<file path="src/rtl/multicycle_main_control_if.sv">
// Control bundle between the multi-cycle main control FSM and the datapath.
// The controller side (master) reads the IR opcode and memory ready, and drives every control line.
interface multicycle_main_control_if;
   logic [5:0] opcode;
   logic       mem_ready;
   logic       pc_write;
   logic       pc_write_cond;
   logic       i_or_d;
   logic       mem_read;
   logic       mem_write;
   logic       ir_write;
   logic       mem_to_reg;
   logic       reg_dst;
   logic       reg_write;
   logic       alu_src_a;
   logic [1:0] alu_src_b;
   logic [1:0] alu_op;
   logic [1:0] pc_source;
   logic       illegal_op;
   logic [3:0] state;

   modport master (
      input  opcode, mem_ready,
      output pc_write, pc_write_cond, i_or_d, mem_read, mem_write, ir_write,
             mem_to_reg, reg_dst, reg_write, alu_src_a, alu_src_b, alu_op,
             pc_source, illegal_op, state
   );

   modport slave (
      output opcode, mem_ready,
      input  pc_write, pc_write_cond, i_or_d, mem_read, mem_write, ir_write,
             mem_to_reg, reg_dst, reg_write, alu_src_a, alu_src_b, alu_op,
             pc_source, illegal_op, state
   );
endinterface

</file>
<file path="src/rtl/multicycle_main_control.sv">
// Main control FSM of the multi-cycle MIPS-subset CPU: decodes the opcode and
// sequences the datapath, stalling in FETCH/MEM_RD/MEM_WR until memory is ready.
module multicycle_main_control #(
   parameter logic [5:0] OP_RTYPE = 6'd0,
   parameter logic [5:0] OP_LW    = 6'd35,
   parameter logic [5:0] OP_SW    = 6'd43,
   parameter logic [5:0] OP_BEQ   = 6'd4,
   parameter logic [5:0] OP_J     = 6'd2,
   parameter logic [5:0] OP_ADDI  = 6'd8
) (
   input  logic                               clk,
   input  logic                               rst,
   multicycle_main_control_if.master          bus
);

   typedef enum logic [3:0] {
      S_FETCH    = 4'd0,
      S_DECODE   = 4'd1,
      S_MEM_ADDR = 4'd2,
      S_MEM_RD   = 4'd3,
      S_LW_WB    = 4'd4,
      S_MEM_WR   = 4'd5,
      S_R_EXEC   = 4'd6,
      S_R_WB     = 4'd7,
      S_BRANCH   = 4'd8,
      S_JUMP     = 4'd9,
      S_ADDI_EX  = 4'd10,
      S_ADDI_WB  = 4'd11
   } state_t;

   state_t     r_state;
   state_t     w_next;

   logic       w_pc_write;
   logic       w_pc_write_cond;
   logic       w_i_or_d;
   logic       w_mem_read;
   logic       w_mem_write;
   logic       w_ir_write;
   logic       w_mem_to_reg;
   logic       w_reg_dst;
   logic       w_reg_write;
   logic       w_alu_src_a;
   logic [1:0] w_alu_src_b;
   logic [1:0] w_alu_op;
   logic [1:0] w_pc_source;
   logic       w_illegal_op;

   // NOTE: sequential state uses non-blocking assignment so every flop samples pre-edge values.
   always_ff @(posedge clk) begin
      if (rst) r_state <= S_FETCH;
      else     r_state <= w_next;
   end

   // NOTE: every signal gets a default before the case, so no path can infer a latch.
   always_comb begin
      w_next          = S_FETCH;
      w_pc_write      = 1'b0;
      w_pc_write_cond = 1'b0;
      w_i_or_d        = 1'b0;
      w_mem_read      = 1'b0;
      w_mem_write     = 1'b0;
      w_ir_write      = 1'b0;
      w_mem_to_reg    = 1'b0;
      w_reg_dst       = 1'b0;
      w_reg_write     = 1'b0;
      w_alu_src_a     = 1'b0;
      w_alu_src_b     = 2'b00;
      w_alu_op        = 2'b00;
      w_pc_source     = 2'b00;
      w_illegal_op    = 1'b0;

      case (r_state)
         S_FETCH: begin
            w_mem_read  = 1'b1;
            w_alu_src_b = 2'b01;
            // IR and PC+4 commit only on the cycle the read actually completes
            w_ir_write  = bus.mem_ready;
            w_pc_write  = bus.mem_ready;
            w_next      = bus.mem_ready ? S_DECODE : S_FETCH;
         end
         S_DECODE: begin
            w_alu_src_b = 2'b11;
            if (bus.opcode == OP_LW || bus.opcode == OP_SW) w_next = S_MEM_ADDR;
            else if (bus.opcode == OP_RTYPE)                w_next = S_R_EXEC;
            else if (bus.opcode == OP_BEQ)                  w_next = S_BRANCH;
            else if (bus.opcode == OP_J)                    w_next = S_JUMP;
            else if (bus.opcode == OP_ADDI)                 w_next = S_ADDI_EX;
            else begin
               w_illegal_op = 1'b1;
               w_next       = S_FETCH;
            end
         end
         S_MEM_ADDR: begin
            w_alu_src_a = 1'b1;
            w_alu_src_b = 2'b10;
            if (bus.opcode == OP_LW)      w_next = S_MEM_RD;
            else if (bus.opcode == OP_SW) w_next = S_MEM_WR;
            else                          w_next = S_FETCH;
         end
         S_MEM_RD: begin
            w_mem_read = 1'b1;
            w_i_or_d   = 1'b1;
            w_next     = bus.mem_ready ? S_LW_WB : S_MEM_RD;
         end
         S_LW_WB: begin
            w_mem_to_reg = 1'b1;
            w_reg_write  = 1'b1;
         end
         S_MEM_WR: begin
            w_mem_write = 1'b1;
            w_i_or_d    = 1'b1;
            w_next      = bus.mem_ready ? S_FETCH : S_MEM_WR;
         end
         S_R_EXEC: begin
            w_alu_src_a = 1'b1;
            w_alu_op    = 2'b10;
            w_next      = S_R_WB;
         end
         S_R_WB: begin
            w_reg_dst   = 1'b1;
            w_reg_write = 1'b1;
         end
         S_BRANCH: begin
            w_alu_src_a     = 1'b1;
            w_alu_op        = 2'b01;
            w_pc_write_cond = 1'b1;
            w_pc_source     = 2'b01;
         end
         S_JUMP: begin
            w_pc_write  = 1'b1;
            w_pc_source = 2'b10;
         end
         S_ADDI_EX: begin
            w_alu_src_a = 1'b1;
            w_alu_src_b = 2'b10;
            w_next      = S_ADDI_WB;
         end
         S_ADDI_WB: begin
            w_reg_write = 1'b1;
         end
         default: w_next = S_FETCH;
      endcase
   end

   // Reset holds every control line low so nothing is written while rst is high
   assign bus.pc_write      = w_pc_write      & ~rst;
   assign bus.pc_write_cond = w_pc_write_cond & ~rst;
   assign bus.i_or_d        = w_i_or_d        & ~rst;
   assign bus.mem_read      = w_mem_read      & ~rst;
   assign bus.mem_write     = w_mem_write     & ~rst;
   assign bus.ir_write      = w_ir_write      & ~rst;
   assign bus.mem_to_reg    = w_mem_to_reg    & ~rst;
   assign bus.reg_dst       = w_reg_dst       & ~rst;
   assign bus.reg_write     = w_reg_write     & ~rst;
   assign bus.alu_src_a     = w_alu_src_a     & ~rst;
   assign bus.alu_src_b     = rst ? 2'b00 : w_alu_src_b;
   assign bus.alu_op        = rst ? 2'b00 : w_alu_op;
   assign bus.pc_source     = rst ? 2'b00 : w_pc_source;
   assign bus.illegal_op    = w_illegal_op    & ~rst;
   assign bus.state         = rst ? 4'd0 : r_state;

endmodule

</file>
<file path="src/flat_wrapper.sv">
// flat-port wrapper written by rule: the top's interface ports become plain ports
module multicycle_main_control_flat 
#(
   parameter logic [5:0] OP_RTYPE = 6'd0,
   parameter logic [5:0] OP_LW    = 6'd35,
   parameter logic [5:0] OP_SW    = 6'd43,
   parameter logic [5:0] OP_BEQ   = 6'd4,
   parameter logic [5:0] OP_J     = 6'd2,
   parameter logic [5:0] OP_ADDI  = 6'd8
)
  (clk, rst, bus_opcode, bus_mem_ready, bus_pc_write, bus_pc_write_cond, bus_i_or_d, bus_mem_read, bus_mem_write, bus_ir_write, bus_mem_to_reg, bus_reg_dst, bus_reg_write, bus_alu_src_a, bus_alu_src_b, bus_alu_op, bus_pc_source, bus_illegal_op, bus_state);
  multicycle_main_control_if bus_i ();
  input  logic clk;
  input  logic rst;
  input wire logic [$bits(bus_i.opcode)-1:0] bus_opcode;
  input wire logic [$bits(bus_i.mem_ready)-1:0] bus_mem_ready;
  output wire logic [$bits(bus_i.pc_write)-1:0] bus_pc_write;
  output wire logic [$bits(bus_i.pc_write_cond)-1:0] bus_pc_write_cond;
  output wire logic [$bits(bus_i.i_or_d)-1:0] bus_i_or_d;
  output wire logic [$bits(bus_i.mem_read)-1:0] bus_mem_read;
  output wire logic [$bits(bus_i.mem_write)-1:0] bus_mem_write;
  output wire logic [$bits(bus_i.ir_write)-1:0] bus_ir_write;
  output wire logic [$bits(bus_i.mem_to_reg)-1:0] bus_mem_to_reg;
  output wire logic [$bits(bus_i.reg_dst)-1:0] bus_reg_dst;
  output wire logic [$bits(bus_i.reg_write)-1:0] bus_reg_write;
  output wire logic [$bits(bus_i.alu_src_a)-1:0] bus_alu_src_a;
  output wire logic [$bits(bus_i.alu_src_b)-1:0] bus_alu_src_b;
  output wire logic [$bits(bus_i.alu_op)-1:0] bus_alu_op;
  output wire logic [$bits(bus_i.pc_source)-1:0] bus_pc_source;
  output wire logic [$bits(bus_i.illegal_op)-1:0] bus_illegal_op;
  output wire logic [$bits(bus_i.state)-1:0] bus_state;
  assign bus_i.opcode = bus_opcode;
  assign bus_i.mem_ready = bus_mem_ready;
  assign bus_pc_write = bus_i.pc_write;
  assign bus_pc_write_cond = bus_i.pc_write_cond;
  assign bus_i_or_d = bus_i.i_or_d;
  assign bus_mem_read = bus_i.mem_read;
  assign bus_mem_write = bus_i.mem_write;
  assign bus_ir_write = bus_i.ir_write;
  assign bus_mem_to_reg = bus_i.mem_to_reg;
  assign bus_reg_dst = bus_i.reg_dst;
  assign bus_reg_write = bus_i.reg_write;
  assign bus_alu_src_a = bus_i.alu_src_a;
  assign bus_alu_src_b = bus_i.alu_src_b;
  assign bus_alu_op = bus_i.alu_op;
  assign bus_pc_source = bus_i.pc_source;
  assign bus_illegal_op = bus_i.illegal_op;
  assign bus_state = bus_i.state;
  multicycle_main_control #(.OP_RTYPE(OP_RTYPE), .OP_LW(OP_LW), .OP_SW(OP_SW), .OP_BEQ(OP_BEQ), .OP_J(OP_J), .OP_ADDI(OP_ADDI)) u_core (.clk(clk), .rst(rst), .bus(bus_i));
endmodule
</file>
<file path="config.mk">
export PLATFORM = sky130hd
export DESIGN_NAME = multicycle_main_control_flat
export DESIGN_NICKNAME = d
export VERILOG_FILES = /design/src/rtl/multicycle_main_control_if.sv /design/src/rtl/multicycle_main_control.sv /design/src/flat_wrapper.sv
export SDC_FILE = /design/constraint.sdc
export NUM_CORES = 1
export LEC_CHECK = 0
export ABC_AREA = 0
export CAP_MARGIN = 0
export CELL_PAD_IN_SITES_DETAIL_PLACEMENT = 0
export CELL_PAD_IN_SITES_GLOBAL_PLACEMENT = 1
export CORE_MARGIN = 8
export CORE_UTILIZATION = 27
export DETAILED_ROUTE_END_ITERATION = 10
export PLACE_DENSITY = 0.9
export SYNTH_ARGS = -nofsm -noshare
export SYNTH_HDL_FRONTEND = slang
export SYNTH_SLANG_ARGS = --single-unit
</file>
<file path="constraint.sdc">
create_clock -name clk -period 2.2 [get_ports clk]
set_input_delay 0.55 -clock clk [delete_from_list [all_inputs] [get_ports clk]]
set_output_delay 0.55 -clock clk [all_outputs]
set_load 0.02 [all_outputs]
</file>
==> results.tsv, run 1 <==
stage	metric	value	unit
worst_setup_path	CP Cell Sequence	clkdlybuf4s50_1 -> buf_4 -> nor4b_4 -> nor4_4 -> buf_4	
drt	Antenna Nets Post-Route	0	
global_route	global-route wire length before repair	3640	µm
clocking	Worst-Skew Late Latency	0.23	ns
sta	Highest Clock Rate	437	MHz
global_route	GR Overflow Total	0	
placement	HPWL Detailed	1840	µm
sta	Tmin final	2.29	ns
worst_setup_path	slowest stage delay, CP	0.45	ns
logic_synthesis	Syn Std Cell Area	561	µm²
floorplanning	DIE AREA	3790	µm²
sta	Final period util	1.04	
cells_and_area	Most flops, register	u_core.r_state	
worst_hold_path	hold crit path type	reg -> reg	
sta	Hold Fails Final Rpt	0	
logic_synthesis	post-synthesis sequential area ratio	0.143	
global_route	vias in the first global route	848	
logic_synthesis	Yosys warning total	0	
flow_run	Max-Cap Viols	0	
sta	setup TNS	-0.0898	ns
logic_synthesis	Mean Syn Cell Area	6.75	µm²
logic_synthesis	post-synth cell types	37	
cells_and_area	area grow syn2layout	91.3	%
clocking	CTS tree	built	
worst_setup_path	CP endpoint kind	output pin	
drt	vias per cell	5.15	
drt	drt pass-1 iters	4	
logic_synthesis	Post-Syn Instances	83	
worst_setup_path	Worst Setup Start Kind	input pin	
cells_and_area	post-layout util	0.547	
global_route	largest net degree at the start of global routing	12	
sta	worst-margin pin slew	0.338	ns
clocking	Root Driver	clkbuf_4	
clocking	clk sinks	4	
floorplanning	Rows	16	
cells_and_area	Nets	146	
cells_and_area	filler instances	210	
sta	post-route setup slack	-0.0898	ns
sta	slew margin rel.	0.774	
run_status	status	finished, violations left	
worst_setup_path	worst path required time	1.65	ns
floorplanning	# IOs	30	
logic_synthesis	synthesized flop and latch total	4	
placement	input/output buffers	29	
global_route	GRT Total Usage	0.125	
drt	DR WL/cell	14.4	µm
drt	Iter 0 DRT Violations	18	
cells_and_area	largest registers	u_core.r_state (4)	
drt	# DRC	0	
power_and_ir_drop	Leak	0.517	nW
cells_and_area	area of the multi-input gates	499	µm²
clocking	CTS HTree Levels	1	
cells_and_area	share of layout cells above drive strength 1	0.430	
worst_setup_path	CP max FO	3	
sta	Clock Skew	0.00163	ns
clocking	clk slew on worst S/H paths	0.04	ns
global_route	initial antenna violation count	0	
logic_synthesis	Post-Syn Nets	92	
drt	DR vias	834	
run_status	violated checks	negative setup slack	
worst_setup_path	CP Class	in -> out	
sta	RSZ-0062 raised after global routing	yes	
drt	final WL	2330	µm
power_and_ir_drop	PwrDens	263	nW/µm²
sta	Min Hold Slack	0.584	ns
floorplanning	area of the core	1960	µm²
sta	setup violators final	1	
cells_and_area	Largest register FFs	4	
power_and_ir_drop	worst vdd ir	0.000208	V
sta	Max Slew Vio Count	0	
worst_setup_path	Worst Path Arrival	1.74	ns
floorplanning	die span in y	61.6	µm
clocking	Max Buffers Root-to-Sink	2	
floorplanning	Initial Utilization	0.286	
worst_setup_path	CP most frequent cell	buf_4	
clocking	TritonCTS Buffers	3	
cells_and_area	diode count	0	
worst_setup_path	Slowest cell on crit path	clkdlybuf4s50_1	
cells_and_area	FF+latch area	81.3	µm²
placement	Placer Congestion	0.860	
floorplanning	Die X-Extent	61.6	µm
[cell usage in the layout (no fill, tap or decap), types with 2 or more instances in the layout]
cell type,instances
inv_1,2
buf_4,26
nor3_2,2
nor2_2,3
nor3_1,4
clkbuf_4,3
clkdlybuf4s50_1,2
nor2b_1,4
a21oi_1,3
dlygate4sd2_1,11
a31oi_1,3
nor4_4,2
nand2b_1,2
dfxtp_1,3
buf_6,3
nand3_1,2
xor2_1,3
nand2_1,6
buf_2,5
clkbuf_2,7
o21ai_0,2
nor2_1,11
[routing by layer]
| metal | vias to the layer above | routed length (µm) | GRT usage |
|---|---|---|---|
| met2 | 40 | 1260 | 0.241 |
| li1 | 412 | - | - |
| met3 | 2 | 171 | 0.0459 |
| met1 | 380 | 893 | 0.125 |
| met4 | 0 | 7 | 0.0195 |
| met5 | - | 0 | 0 |
[power by group]
group          total (W)  switching, W  internal (W)
registers      0.0000784    0.00000382     0.0000745
logic           0.000112     0.0000554     0.0000569
clock network  0.0000908     0.0000298     0.0000610
total           0.000281     0.0000890      0.000192
[worst paths after layout]
check	from	endpoint	slack, ns	cells after the start
worst min-delay path	u_core.r_state[0]	u_core.r_state[2]	0.58	1
worst max-delay path	bus_opcode[4]	bus_illegal_op	-0.09	5
worst max register to register	u_core.r_state[1]	u_core.r_state[0]	0.64	6
worst min register to register	u_core.r_state[0]	u_core.r_state[2]	0.58	1
[stage by stage]
| step | std cells | area, µm² | worst slack, ns | power (W) |
|---|---|---|---|---|
| floorplan | 83 | 577 | 0.0213 | 0.000120 |
| global placement | 158 | 1060 | -0.654 | 0.000184 |
| detailed placement | 158 | 1060 | -0.732 | 0.000187 |
| CTS | 162 | 1090 | -0.145 | 0.000282 |
| global route | 162 | 1070 | -0.112 | 0.000306 |
| finish | 162 | 1070 | -0.0898 | 0.000281 |
[cells in the mapped netlist]
master / count / share of area
nor2_1: 15 / 0.10
nand2_1: 7 / 0.047
nor3_1: 5 / 0.045
buf_2: 4 / 0.036
dfxtp_1: 4 / 0.14
nor2b_1: 4 / 0.045
a21oi_1: 3 / 0.027
a31oi_1: 3 / 0.033
xor2_1: 3 / 0.047
inv_1: 2 / 0.013
nand2b_1: 2 / 0.022
nand3_1: 2 / 0.018
nor4_1: 2 / 0.022
nor4b_2: 2 / 0.054
o21ai_0: 2 / 0.018
or3_1: 2 / 0.022
a2111oi_0: 1 / 0.016
a21boi_1: 1 / 0.013
a221oi_2: 1 / 0.027
a22o_1: 1 / 0.016
a32o_1: 1 / 0.018
a32oi_1: 1 / 0.016
and3_1: 1 / 0.011
and3b_1: 1 / 0.016
buf_1: 1 / 0.0067
buf_4: 1 / 0.013
clkbuf_1: 1 / 0.0067
mux2_1: 1 / 0.020
nand4_1: 1 / 0.011
nor3_2: 1 / 0.018
nor4_2: 1 / 0.022
nor4b_1: 1 / 0.016
o21ai_1: 1 / 0.0089
o21bai_1: 1 / 0.013
o22ai_1: 1 / 0.011
o32a_1: 1 / 0.018
or2_1: 1 / 0.011
[timing repair]
action,CTS,global route
resized for setup,66,19
gates cloned,0,0
endpoints found under the setup margin,21,16
pin swaps,3,3
hold buffers,0,0
buffers inserted,1,0
[worst max-delay path: cells and delay by family]
kind	cells	cell delay, ns
AND/OR/NAND/NOR	2	0.40
buffers and inverters	3	0.79
[cell families after synthesis]
family | count (synthesis) | synth area share
compound gates | 18 | 0.234
xor+xnor | 3 | 0.0469
buf+inv | 9 | 0.0759
flops | 4 | 0.143
mux | 1 | 0.0201
simple gates | 48 | 0.480
[layout make-up]
class | count | share of cell area
Clock buffer | 3 | 0.0210
Inverter | 2 | 0.00700
Multi-Input combinational cell | 70 | 0.466
Sequential cell | 4 | 0.0758
Tap cell | 27 | 0.0315
Timing Repair Buffer | 56 | 0.399
No activity file was read; power rests on OpenSTA's default activity.
==> inputs of run 2 (changes only) <==
Settings changed: TNS_END_PERCENT set to 5.
==> run 2 against run 1 <==
The flow now finishes without violations. Global-route usage shrank 1.7 points. Maximum frequency grew 7.5%. Register-to-register slack about the same. Total power is 4.5% lower. Sequential power fell by 1%. Combinational power is 8% lower. Final cell count decreased by 3.7%. Highest routed layer is now met3. Setup slack better by 0.16 ns. Utilization down 2.6 points.
==> results.tsv, run 2 (synthesis results as in run 1) <==
stage	metric	value	unit
placement	input/output buffers	29	
worst_setup_path	CP Cell Sequence	dlymetal6s2s_1 -> xor2_1 -> o21ai_1 -> nor2_2 -> nor4_2 -> buf_4	
drt	Iter 0 DRT Violations	15	
power_and_ir_drop	Gate power share	0.382	
global_route	GR Overflow Total	0	
clocking	CTS tree	built	
clocking	Root Driver	clkbuf_4	
drt	Antenna Nets Post-Route	0	
drt	final WL	2050	µm
worst_setup_path	worst path required time	1.65	ns
cells_and_area	Largest register FFs	4	
sta	Tmin final	2.13	ns
clocking	clk slew on worst S/H paths	0.04	ns
power_and_ir_drop	Int Power	0.000186	W
clocking	CTS HTree Levels	1	
sta	slew margin rel.	0.781	
worst_setup_path	Slowest cell on crit path	nor4_2	
floorplanning	# IOs	30	
power_and_ir_drop	worst vdd ir	0.000187	V
cells_and_area	largest registers	u_core.r_state (4)	
worst_setup_path	WP buf/inv	2	
drt	drt pass-1 iters	5	
cells_and_area	Most flops, register	u_core.r_state	
sta	Max Slew Vio Count	0	
floorplanning	Rows	16	
clocking	Max Buffers Root-to-Sink	2	
drt	vias per cell	5.04	
power_and_ir_drop	Seq pwr share	0.288	
power_and_ir_drop	switching portion of total power	0.306	
worst_setup_path	Worst Path Arrival	1.58	ns
sta	setup violators final	0	
cells_and_area	diode count	0	
drt	# DRC	0	
flow_run	Max-Cap Viols	0	
floorplanning	Die X-Extent	61.6	µm
floorplanning	area of the core	1960	µm²
sta	post-route setup slack	0.0692	ns
placement	Placer Congestion	0.888	
sta	worst-margin pin slew	0.325	ns
cells_and_area	most common cell after layout, fill and taps aside	buf_4	
sta	Final period util	0.969	
floorplanning	Initial Utilization	0.286	
power_and_ir_drop	NetSw	0.0000823	W
worst_setup_path	CP endpoint kind	output pin	
global_route	largest net degree at the start of global routing	17	
sta	Clock Skew	0.000649	ns
placement	DP Worst Slack	-0.728	ns
run_status	status	finished, final reports clean	
clocking	clk sinks	4	
placement	HPWL Detailed	1620	µm
worst_setup_path	CP max FO	3	
clocking	Worst-Skew Late Latency	0.23	ns
global_route	vias in the first global route	743	
cells_and_area	Nets	140	
global_route	initial antenna violation count	0	
drt	DR WL/cell	13.1	µm
power_and_ir_drop	Leak	0.514	nW
drt	DR vias	787	
power_and_ir_drop	PwrDens	263	nW/µm²
worst_setup_path	Worst Setup Start Kind	input pin	
cells_and_area	share of layout cells above drive strength 1	0.403	
clocking	TritonCTS Buffers	3	
cells_and_area	most frequent cells in the layout	buf_4, nor2_1, nand2_1	
power_and_ir_drop	Clock power frac	0.331	
worst_setup_path	Largest delay share family, worst path	simple AND/OR/NAND/NOR gates	
floorplanning	DIE AREA	3790	µm²
cells_and_area	post-layout util	0.520	
worst_hold_path	hold crit path type	reg -> reg	
global_route	GRT Total Usage	0.108	
sta	Highest Clock Rate	469	MHz
sta	RSZ-0062 raised after global routing	yes	
worst_setup_path	CP Class	in -> out	
worst_setup_path	slowest stage delay, CP	0.26	ns
cells_and_area	area grow syn2layout	82.1	%
sta	Hold Fails Final Rpt	0	
floorplanning	die span in y	61.6	µm
global_route	global-route wire length before repair	3110	µm
==> run 2: power by group through the flow <==
stage	sequential (W)	combinational (W)	clock, W
after floorplan	0.0000760	0.0000426	0
after global placement	0.0000782	0.0000998	0
after detailed placement	0.0000782	0.000101	0
after CTS	0.0000771	0.0000963	0.0000947
after global routing	0.0000777	0.000110	0.000101
final	0.0000773	0.000103	0.0000888
==> run 2: through the flow <==
step                total power, W  cell area [µm²]  hold WS [ns]  instances  setup TNS, ns
global route              0.000289             1020         0.736        156        -0.0286
floorplan                 0.000119              562         0.612         83         -0.205
finish                    0.000269             1020         0.697        156              0
global placement          0.000178             1000         0.642        152          -9.74
CTS                       0.000268              995         0.657        155         -0.257
detailed placement        0.000179             1000         0.643        152          -9.77
==> run 2: area by class of cell <==
cell class | count | area, µm²
inverters | 2 | 7.51
repair buffers | 50 | 389
multi-input cells | 70 | 488
fillers | 226 | 941
flip-flops and latches | 4 | 80.1
well taps | 27 | 33.8
clock buffers | 3 | 22.5
==> run 2: final timing paths <==
| path | start | endpoint | slack [ns] | depth (start not counted) |
|---|---|---|---|---|
| hold / removal | u_core.r_state[2] | u_core.r_state[3] | 0.70 | 2 |
| setup / recovery | bus_opcode[2] | bus_illegal_op | 0.07 | 6 |
| hold reg to reg | u_core.r_state[2] | u_core.r_state[3] | 0.70 | 2 |
| setup reg to reg | u_core.r_state[1] | u_core.r_state[0] | 0.63 | 6 |
==> run 2: layer usage <==
metal / wire, µm / GRT usage
met5: 0 / 0
met4: 0 / 0.0195
met3: 144 / 0.0376
met2: 1050 / 0.199
met1: 850 / 0.114
==> run 2: worst min-delay path: cells and delay by family (launching register included) <==
family	cells	cell delay [ns]
AND/OR/NAND/NOR	1	0.06
buffers and inverters	1	0.22
flip-flops	1	0.36
==> run 2: timing repair <==
item / in CTS / in global routing
resized for setup: 66 / 27
hold buffers: 0 / 0
setup buffers: 0 / 1
pin swaps: 1 / 3
setup endpoints to repair: 21 / 8
==> inputs of run 3 (changes only) <==
Settings changed: CORE_MARGIN 8 to 2, TNS_END_PERCENT 5 to 1.
==> run 3 against run 2 <==
The flow now finishes with violations (negative setup slack). Final area is 2.9% lower. Clock skew hardly changed. Die area is 35% lower. First-iteration DRC count is 60% lower. Setup slack worse by 0.072 ns. Sequential cell count stayed put. Hold slack worse by 0.0040 ns. Critical path type unchanged. Critical endpoint unchanged. Largest power group unchanged.
==> results.tsv, run 3 (synthesis results as in run 1) <==
stage	metric	value	unit
cells_and_area	diode count	0	
cells_and_area	area grow syn2layout	76.8	%
floorplanning	Die X-Extent	49.6	µm
clocking	Post-CTS Hold Buffers	0	
clocking	Root Driver	clkbuf_4	
clocking	clk slew on worst S/H paths	0.03	ns
power_and_ir_drop	Gate power share	0.382	
sta	Max Slew Vio Count	0	
drt	# DRC	0	
cells_and_area	most common cell after layout, fill and taps aside	buf_4	
placement	Placer Congestion	0.877	
global_route	initial antenna violation count	0	
global_route	met1 GRT Util	0.189	
sta	Clock Skew	0.000509	ns
cells_and_area	Finished Cell Area	991	µm²
global_route	grt peak-use layer	met2	
power_and_ir_drop	Leak	0.491	nW
sta	Hold Fails Final Rpt	0	
sta	Final period util	1.00	
drt	DR vias	782	
cells_and_area	largest registers	u_core.r_state (4)	
drt	Iter 0 DRT Violations	6	
cells_and_area	FF+latch area	80.1	µm²
drt	drt pass-1 iters	4	
power_and_ir_drop	Int Power	0.000184	W
run_status	status	finished, violations left	
power_and_ir_drop	PwrDens	266	nW/µm²
cells_and_area	most frequent cells in the layout	buf_4, nor2_1, dlygate4sd2_1	
clocking	CTS HTree Levels	1	
global_route	largest net degree at the start of global routing	17	
worst_setup_path	CP Class	in -> out	
drt	final WL	1940	µm
global_route	routing usage on met2	0.267	
floorplanning	# IOs	30	
placement	input/output buffers	29	
worst_setup_path	CP max FO	2	
power_and_ir_drop	Seq pwr share	0.293	
worst_setup_path	Worst Path Arrival	1.65	ns
power_and_ir_drop	worst vdd ir	0.000196	V
global_route	GR Overflow Total	0	
worst_setup_path	Worst Setup Start Kind	input pin	
worst_setup_path	CP Cell Sequence	clkdlybuf4s50_1 -> or3_1 -> nor2_1 -> nor4_2 -> buf_4	
cells_and_area	filler instances	228	
sta	Tmin final	2.20	ns
power_and_ir_drop	switching portion of total power	0.301	
floorplanning	DIE AREA	2460	µm²
cells_and_area	Largest register FFs	4	
power_and_ir_drop	NetSw	0.0000794	W
global_route	vias in the first global route	699	
sta	slew margin rel.	0.787	
drt	DR WL/cell	12.6	µm
sta	post-route setup slack	-0.00252	ns
flow_run	Max-Cap Viols	0	
worst_setup_path	slowest stage delay, CP	0.42	ns
clocking	Max Buffers Root-to-Sink	2	
floorplanning	area of the core	1960	µm²
sta	setup TNS	-0.00252	ns
clocking	Worst-Skew Late Latency	0.23	ns
global_route	GR Util met3	0.0485	
cells_and_area	share of layout cells above drive strength 1	0.378	
drt	vias per cell	5.08	
cells_and_area	Nets	138	
run_status	violated checks	negative setup slack	
worst_setup_path	CP endpoint kind	output pin	
worst_hold_path	hold crit path type	reg -> reg	
cells_and_area	Most flops, register	u_core.r_state	
clocking	clk sinks	4	
placement	HPWL Detailed	1460	µm
drt	Antenna Nets Post-Route	0	
sta	setup violators final	1	
global_route	GRT Total Usage	0.155	
floorplanning	Initial Utilization	0.286	
worst_setup_path	Slowest cell on crit path	clkdlybuf4s50_1	
cells_and_area	area of the multi-input gates	483	µm²
floorplanning	die span in y	49.6	µm
sta	Highest Clock Rate	454	MHz
placement	area of placed instances	978	µm²
clocking	TritonCTS Buffers	3	
sta	worst-margin pin slew	0.315	ns
worst_setup_path	worst path required time	1.65	ns
sta	RSZ-0062 raised after global routing	yes	
global_route	global-route wire length before repair	3040	µm
floorplanning	Rows	16	
power_and_ir_drop	Clock power frac	0.325	
clocking	CTS tree	built	
[run 3: cell count changes in the layout (fill, tap and decap cells not counted), sizes merged]
cell / before / now
clkdlybuf4s50: 1 / 2
buf: 32 / 28
dlymetal6s2s: 5 / 2
dlygate4sd2: 6 / 9
clkdlybuf4s15: 1 / 2
[run 3: routing by layer]
layer	vias to the layer above	share of wire
li1	395	-
met1	359	0.43
met2	28	0.51
met3	0	0.062
met4	0	0
met5	-	0
[run 3: metrics by stage]
| step | total power (W) | hold WS (ns) | util | setup WS (ns) | instances |
|---|---|---|---|---|---|
| final | 0.000264 | 0.693 | 0.505 | -0.00252 | 154 |
| after global routing | 0.000287 | 0.711 | 0.505 | -0.0644 | 154 |
| after global placement | 0.000175 | 0.640 | 0.499 | -0.685 | 149 |
| after CTS | 0.000265 | 0.650 | 0.509 | -0.0567 | 154 |
| after detailed placement | 0.000177 | 0.644 | 0.499 | -0.707 | 149 |
| after floorplan | 0.000119 | 0.612 | - | -0.205 | 83 |
[run 3: repair_timing]
action | CTS | global route
resized for setup | 61 | 23
setup endpoints to repair | 21 | 16
cloned | 1 | 0
pin swaps | 4 | 2
buffers inserted | 1 | 0
[run 3: path summary, 6_finish.rpt]
path / from / endpoint / slack (ns) / depth (start not counted)
hold reg to reg: u_core.r_state[2] / u_core.r_state[3] / 0.69 / 2
hold / removal: u_core.r_state[2] / u_core.r_state[3] / 0.69 / 2
setup reg to reg: u_core.r_state[1] / u_core.r_state[3] / 0.75 / 6
setup / recovery: bus_opcode[4] / bus_illegal_op / -0.003 / 5
[run 3: power by group through the flow]
| stage | clock network, W | registers [W] | logic (W) |
|---|---|---|---|
| global route | 0.000101 | 0.0000774 | 0.000108 |
| CTS | 0.0000910 | 0.0000768 | 0.0000970 |
| detailed placement | 0 | 0.0000779 | 0.0000989 |
| finish | 0.0000856 | 0.0000773 | 0.000101 |
| global placement | 0 | 0.0000779 | 0.0000973 |
| floorplan | 0 | 0.0000760 | 0.0000426 |
[run 3: final cells by class]
class / count / area share
sequential: 4 / 0.0808
timing repair buffer: 48 / 0.367
inverter: 2 / 0.00758
tap: 27 / 0.0341
clock buffer: 3 / 0.0227
multi-input combinational: 70 / 0.487
[run 3: critical path, delay by kind of cell]
kind | cells | cell delay (ns)
and+or+nand+nor | 3 | 0.52
buffers and inverters | 2 | 0.58
==> variant (config.mk and constraints of run 1) <==
Make the reset (`rst`) asynchronous in one clocked block.
--- a/src/rtl/multicycle_main_control.sv
+++ b/src/rtl/multicycle_main_control.sv
@@ -49,3 +49,3 @@
    // NOTE: sequential state uses non-blocking assignment so every flop samples pre-edge values.
-   always_ff @(posedge clk) begin
+   always_ff @(posedge clk or posedge rst) begin
       if (rst) r_state <= S_FETCH;
Behaviour: no difference found for any inputs over 10 cycles, from zero or initial values and one cycle with rst high; that may be too few to reach the edited logic, so the function may still have changed.
==> variant against run 1 <==
  * The flow still finishes with violations (setup timing)
  * Sequential cell count unchanged
  * Global-route usage decreased by 1.1 points
  * Area after synthesis grew 7.1%
  * Power is 22% higher
  * Setup slack improved by 61 ps
  * Cell area increased by 1.2%
  * Synthesized cell count grew 3.6%
  * Routed wire length is 4.9% higher
  * Critical path type unchanged
  * Highest routed layer unchanged
==> variant: results (changes against run 1) <==
* GP Congestion at 0.914 (+6.3%)
* Worst R2R End: u_core.r_state[2]
* Fin Hold WS at 627 ps (+43.5 ps)
* Routed length on met2 at 1.24 mm (-0.96%)
* Worst path max stage delay at 290 ps (-160 ps)
* P_clk at 96.4 uW (+6.2%)
* Fin worst setup slack at -29.2 ps (+60.5 ps)
* Fin Clk Skew at 1.58 ps (-0.0500 ps)
* Async set-or-reset flop fraction in the synthesized netlist at 100% (+100 points)
* Core area at 2150 um^2 (+9.5%)
* Place WS at -738 ps (-5.30 ps)
* Final non-filler cell total at 161 (-0.62%)
* Setup-failing EPs final at 1 (unchanged)
* Static leakage at 0.495 nW (-4.3%)
* Sum Neg Setup Slack at -29.2 ps (+60.5 ps)
* Post-DR wirelength/cell at 15.2 um (+5.5%)
* Mapped Nets at 95 (+3.3%)
* Power Combinational at 168 uW (+50%)
* Max VDD drop at 183 uV (-12%)
* Sw power at 129 uW (+44%)
* Synth cell count leaders: nor2_1, a21oi_1, clkbuf_1
* Met3 Use GR at 2.47% (-2.1 points)
* Vias in the first global route at 817 (-3.7%)
* Clock Latency Late Sink at 250 ps (+20 ps)
* Met1 Use GR at 13.1% (+0.69 points)
* Failing checks: setup timing
* Largest net degree at the start of global routing at 21 (+9)
* Main flop type after synthesis: dfrtp_1
* First-pass GRT wire length at 3.75 mm (+3.2%)
* Worst Reg2Reg Path Length in Cells at 4 (-2)
* Critical path origin: bus_opcode[3]
* Worst Path Arrival at 1680 ps (-60 ps)
* Seq/Total Area, Yosys at 16.7% (+2.4 points)
* Sequential power at 79.3 uW (+1%)
* # nets final at 144 (-1.4%)
* Syn_area_per_cell at 6.98 um^2 (+3.4%)
* Cell area after placement at 1070 um^2 (+0.59%)
* Metal-1 WL at 1.04 mm (+16%)
* Hold crit path type: in2async
* GR met2 Demand/Resource at 19.5% (-4.6 points)
* CP max FO at 2 (-1)
* Gr usage total at 11.4% (-1.1 points)
* Drt via density at 5.28 (+2.6%)
* Status: finished, violations left
* CP max-delay cell: a2111oi_4
* Worst Max-Slew Pin Slew at 311 ps (-26.8 ps)
* Cts repair resizes at 57 (-14%)
variant: cell types whose count changed after synthesis, moves of 3 or more:
cell / run 1 / this run
nor2_1: 15 / 9
clkbuf_1: 1 / 6
dfrtp_1: 0 / 4
dfxtp_1: 4 / 0
a21oi_1: 3 / 6
buf_2: 4 / 1
o221ai_1: 0 / 3
variant: kinds of logic after synthesis:
| family | count (synthesis) | synth area share (%) |
|---|---|---|
| xor+xnor | 2 | 2.92 |
| simple gates | 50 | 48.8 |
| buf+inv | 13 | 10.2 |
| mux | 1 | 1.87 |
| compound gates | 16 | 19.6 |
| flops | 4 | 16.7 |
variant: worst register-to-register path, stage by stage (launching register included):
cell and delay (ps):
dfrtp_1 370, or4b_4 580, or3_1 340, or2_0 270, o221ai_2 220
variant: layout make-up:
cell class	instances	area (um^2)
sequential	4	100
multi-input combinational	69	518
fill	213	1060
inverter	3	11.3
timing repair buffer	54	398
clock buffer	3	22.5
tap	28	35.0
